--- src/rtl/pixel_group_packer.sv ---
// Packs P_DATA_NUM consecutive pixels into one word for the max-value search block.
// Define PACK_PAD_REPLICATE_EN to pad partial words with their last real pixel instead of zero.
module pixel_group_packer #(
  parameter int P_DATA_WIDTH = 8,
  parameter int P_DATA_NUM   = 8
) (
  input  logic                                 i_clk,
  input  logic                                 i_rst_n,
  input  logic [P_DATA_WIDTH-1:0]              i_data,
  input  logic                                 i_valid,
  input  logic                                 i_last,
  output logic                                 o_ready,
  output logic [P_DATA_WIDTH*P_DATA_NUM-1:0]   o_data,
  output logic                                 o_valid,
  output logic                                 o_last,
  output logic [$clog2(P_DATA_NUM+1)-1:0]      o_count,
  input  logic                                 i_ready
);

  localparam int DW = P_DATA_WIDTH * P_DATA_NUM;
  localparam int LW = $clog2(P_DATA_NUM);
  localparam int CW = $clog2(P_DATA_NUM + 1);

  typedef enum logic {S_EMPTY, S_FULL} out_state_e;

  out_state_e              state_q, state_d;
  logic [LW-1:0]           lane_q, lane_d;
  logic [DW-1:0]           asm_q, asm_d;
  logic [DW-1:0]           word;
  logic [DW-1:0]           data_q;
  logic [CW-1:0]           count_q;
  logic                    last_q;
  logic                    accept;
  logic                    close;
  logic [P_DATA_WIDTH-1:0] pad;

`ifdef PACK_PAD_REPLICATE_EN
  assign pad = i_data;
`else
  assign pad = '0;
`endif

  assign accept = i_valid && o_ready;
  assign close  = accept && ((lane_q == LW'(P_DATA_NUM - 1)) || i_last);

  always_ff @(posedge i_clk or negedge i_rst_n) begin
    if (!i_rst_n) begin
      state_q <= S_EMPTY;
    end else begin
      state_q <= state_d;
    end
  end

  always_comb begin
    state_d = state_q;
    case (state_q)
      S_EMPTY: if (close) state_d = S_FULL;
      S_FULL: begin
        if (close)        state_d = S_FULL;
        else if (i_ready) state_d = S_EMPTY;
      end
      default: state_d = S_EMPTY;
    endcase
  end

  always_comb begin
    o_valid = (state_q == S_FULL);
    o_ready = (state_q == S_EMPTY) || i_ready;
  end

  // The closing pixel bypasses the assembly register so the word leaves on the same edge.
  always_comb begin
    word   = '0;
    asm_d  = asm_q;
    lane_d = lane_q;
    for (int unsigned l = 0; l < P_DATA_NUM; l++) begin
      if (l < 32'(lane_q))
        word[l*P_DATA_WIDTH +: P_DATA_WIDTH] = asm_q[l*P_DATA_WIDTH +: P_DATA_WIDTH];
      else if (l == 32'(lane_q))
        word[l*P_DATA_WIDTH +: P_DATA_WIDTH] = i_data;
      else
        word[l*P_DATA_WIDTH +: P_DATA_WIDTH] = pad;
    end
    if (accept) begin
      if (close) begin
        asm_d  = '0;
        lane_d = '0;
      end else begin
        for (int unsigned l = 0; l < P_DATA_NUM; l++) begin
          if (l == 32'(lane_q))
            asm_d[l*P_DATA_WIDTH +: P_DATA_WIDTH] = i_data;
        end
        lane_d = lane_q + LW'(1);
      end
    end
  end

  always_ff @(posedge i_clk or negedge i_rst_n) begin
    if (!i_rst_n) begin
      lane_q  <= '0;
      asm_q   <= '0;
      data_q  <= '0;
      count_q <= '0;
      last_q  <= 1'b0;
    end else begin
      lane_q <= lane_d;
      asm_q  <= asm_d;
      if (close) begin
        data_q  <= word;
        count_q <= CW'(lane_q) + CW'(1);
        last_q  <= i_last;
      end
    end
  end

  assign o_data  = data_q;
  assign o_count = count_q;
  assign o_last  = last_q;

endmodule

--- config.mk ---
export PLATFORM = sky130hd
export DESIGN_NAME = pixel_group_packer
export DESIGN_NICKNAME = d
export VERILOG_FILES = /design/src/rtl/pixel_group_packer.sv
export SDC_FILE = /design/constraint.sdc
export NUM_CORES = 1
export LEC_CHECK = 0
export ABC_AREA = 1
export BUFFER_PORTS_ARGS = -buffer_cell sky130_fd_sc_hd__buf_2
export CAP_MARGIN = 20
export CORE_ASPECT_RATIO = 0.8
export CORE_UTILIZATION = 35
export CTS_CLUSTER_DIAMETER = 120
export DETAILED_ROUTE_END_ITERATION = 7
export PLACE_DENSITY = 0.58
export SLEW_MARGIN = 20
export SYNTH_ARGS = -nofsm -noshare
export SYNTH_HDL_FRONTEND = slang
export SYNTH_SLANG_ARGS = --single-unit
--- constraint.sdc ---
create_clock -name i_clk -period 2.1 [get_ports i_clk]
set_input_delay 0.42 -clock i_clk [delete_from_list [all_inputs] [get_ports i_clk]]
set_output_delay 0.42 -clock i_clk [all_outputs]
set_load 0.02 [all_outputs]
==> flow_results.org <==
** STA
- Subtracting the final worst setup slack from the clock period gives about 1.9 ns.
- In the finished design, the share of the clock period the worst path needs comes to 90.7%.
- Final setup violation count :: 0
- Worst-case headroom to the max-slew limit :: 61.1%
- Setup Skew :: 0.00687 ns
- Least setup slack across all paths after layout :: 0.195 ns
- Fin. max-slew vios :: 0
- The hold violation count in the final report is 0.
- Timing would allow up to 525 MHz.
- For the final routed database, the setup TNS stands at 0 ns.
- Setup repair after global routing missed its margin :: no
- Slew at the pin closest to its max-slew limit :: 0.579 ns

** Finish
- Number of fillers in the final layout :: 1666
- Share of post-route cells with drive strength above 1 :: 17.9%
- Diode insertion count for antenna repair :: 0
- Top library cells by usage in the layout, fill and taps aside :: sky130_fd_sc_hd__nand2_1, sky130_fd_sc_hd__dfrtp_1, sky130_fd_sc_hd__buf_2, sky130_fd_sc_hd__nand4_1, sky130_fd_sc_hd__nand3_1
- At the end of the flow, the number of nets in the layout was 861.
- The area growth from synthesis to layout is 23.7%.
- Leaving out fill and tap cells, the most frequent cell in the layout is sky130_fd_sc_hd__nand2_1.

** Yosys
- The synthesized design devotes to its leading area cell type between 50% and 60% of total area.
- Sequential cells were found to cover 54.3% of the synthesized design area.
- Yosys attributes the largest share of cell area to sky130_fd_sc_hd__dfrtp_1, sky130_fd_sc_hd__nand2_1, sky130_fd_sc_hd__nand4_1.
- The number of nets in the synthesized netlist is 777.
- Synthesis instantiated 19 different standard cells from the library.
- The Yosys step of the flow raised 0 warnings.
- The synthesized design spends more area on one cell type than any other, namely sky130_fd_sc_hd__dfrtp_1.
- Post-synth design cell area :: 5940 um2
- After technology mapping, the gate count stands at 760.
- Dividing the synthesized area by the synthesized cell count gives 7.82 um2.
- Synthesis inferred 129 register bits.

** Pwr
- The analysis attributes to cell leakage a power of approximately 0.0042 uW.
- For this design the ratio of total power to cell area is slightly above 1000 nW/um2.
- Max rail drop VDD :: 0.592 mV

** Clock network
- In this run, post-CTS repair resized a total of 0 instances.
- Sink Count :: 129
- CTS built an H-tree with a depth of 4.
- Clk root buf :: sky130_fd_sc_hd__clkbuf_16
- Once the clock tree was built, the setup fixing pass inserted 0 buffers.
- Clock-pin slew was measured on the worst setup and hold paths at 0.06 ns.
- CTS tree :: done
- Worst skew pair latency :: 0.43 ns
- Number of buffers added by the clock tree synthesis step :: 17
- Buffer levels on the longest clock path :: 2

** Flow run
- Across the run, the number of max-cap violations was 0.

** Floorplan
- During I/O placement, the number of pins put on the boundary was 84.
- Die extent in x :: 148 um
- Vertical die dimension :: approximately 120 um
- CORE AREA :: roughly 17000 um2
- Number of placement rows :: 42
- The initial utilization of the core area, before any placement, comes to 35.9%.
- The die covers around 18000 um2.

** Critical path
- Worst endpoint required time :: 2.41 ns
- The cell family contributing the most delay on the critical path is buffers and inverters.
- On the critical path, the stage with the largest delay is an instance of sky130_fd_sc_hd__dfrtp_1.
- The number of cells on the worst reg-to-reg path is 8.
- CP bufs+invs :: 2
- In this design, the stage delay of the slowest critical-path cell is approximately 0.44 ns.
- Critical path fanouts, max :: 62
- Start-to-end type of the worst setup path :: reg -> reg
- Worst setup SP type :: register
- At the worst endpoint, the arrival time is ~2.2 ns.
- Traced cell by cell, the critical path runs through ha_1 > ha_1 > nor2_4 > buf_12 > nor2_4 > buf_12 > nand2_1 > nand2_1.
- The critical path crosses 8 cells after its start point.
- Endpoint type of the worst setup path :: register

** Worst hold path
- Along the worst hold path, the cell count comes to 4.
- The path class of the tightest hold or removal check is in -> reg.

** Placement
- Final HPWL from detailed placement :: 10500 um
- Pre-CTS worst setup slack :: ~0.23 ns
- In this run the tool buffered the top-level ports with between 80 and 90 buffer cells.
- Routability-driven placement finished with a final weighted congestion of 0.770.

** Global route
- For this run, the total global-route usage over all layers was measured as 20.4%.
- Vias in the first global route :: 5048
- Summed over all layers, the global routing overflow is 0.
- First-pass GRT wire length :: 27300 um
- Initial antenna violation count :: 0
- Entering global routing, the biggest net connects 63 pins.

** Run status
- Run status :: completed

** Routing
- Average detailed-routed wire length per instance :: between 15 and 20 um
- After detailed routing, the number of vias per cell comes to 4.81.
- Wires add up to between 15000 and 20000 um.
- Once detail routing completed, the nets flagged for antenna violations numbered 0.
- Initial detailed-routing violation count :: about 350
- Total via count in the routed design :: around 5200
- Number of iterations in the first detailed-routing pass :: 4
- In the routed design, unresolved DRC markers number 0.
-- per-layer routing --
metal	up-vias	part of all wire [%]	global-route usage, %
met2	118	43	28.7
li1	2602	-	-
met3	23	4.6	4.56
met5	-	0	0
met1	2441	50	29.8
met4	0	2.6	9.02
-- stage by stage --
| step | hold WS [ns] | instance area, um2 | utilization [%] | std cells | total power (uW) |
|---|---|---|---|---|---|
| detailed placement | 0.395 | 6700 | 40.5 | 1044 | 4300 |
| global route | 0.283 | 7350 | 44.4 | 1077 | 7780 |
| floorplan | 0.124 | 5940 | - | 760 | 3770 |
| CTS | 0.262 | 7350 | 44.4 | 1077 | 7470 |
| finish | 0.279 | 7350 | 44.4 | 1077 | 7400 |
| global placement | 0.396 | 6700 | 40.5 | 1044 | 4300 |
-- area by class of cell --
cell class              count  area (um2)  share of cell area (%)
inverters                  21        78.8                    1.07
clock inverters            11         153                    2.08
repair buffers            108         696                    9.47
well taps                 220         275                    3.75
clock buffers              21         480                    6.54
flip-flops and latches    129        3230                    43.9
multi-input cells         567        2440                    33.2
-- path summary, 6_finish.rpt --
path                       slack, ns    endpoint       from
max in group asynchronous       0.95   o_data[5]    i_rst_n
max                             0.19  o_data[16]  lane_q[1]
max reg2reg                     0.19  o_data[16]  lane_q[1]
min                             0.28     o_valid    i_ready
min in group asynchronous       0.48  o_data[46]    i_rst_n
min reg2reg                     0.47   asm_q[31]  asm_q[31]
-- kinds of logic after synthesis --
kind of cell / count (synthesis) / synth area share (%)
DFF: 129 / 54.3
and+or+nand+nor: 529 / 36.9
AOI/OAI and AO/OA: 34 / 3.05
buffers and inverters: 64 / 4.82
adders and majority gates: 4 / 0.842
-- registers in the layout, summed over array words and instances (netlist names) --
register and cells:
o_data 64, o_valid 1, o_last 1, asm_q 56
o_count 4, lane_q 3
-- where the power goes --
| group | internal, uW | switching (uW) |
|---|---|---|
| sequential | 2750 | 152 |
| clock | 2000 | 1160 |
| combinational | 405 | 946 |
| total | 5150 | 2260 |
-- Yosys cell counts, drive strengths merged --
master and instances:
buf 30, clkbuf 13, clkinv 2, dfrtp 129, ha 4, inv 19, nand2 426, nand3 31
nand4 56, nor2 16, o21ai 34
-- what timing repair did --
| item | in CTS | in global routing |
|---|---|---|
| hold buffers | 1 | 0 |
| setup endpoints to repair | 0 | 0 |
| endpoints found under the hold margin | 28 | 0 |
-- tightest hold or removal path, delay by kind of cell --
kind	cells	cell delay (ns)
simple gates	2	0.15
buf+inv	2	0.10
No activity file was read; power rests on OpenSTA's default activity.
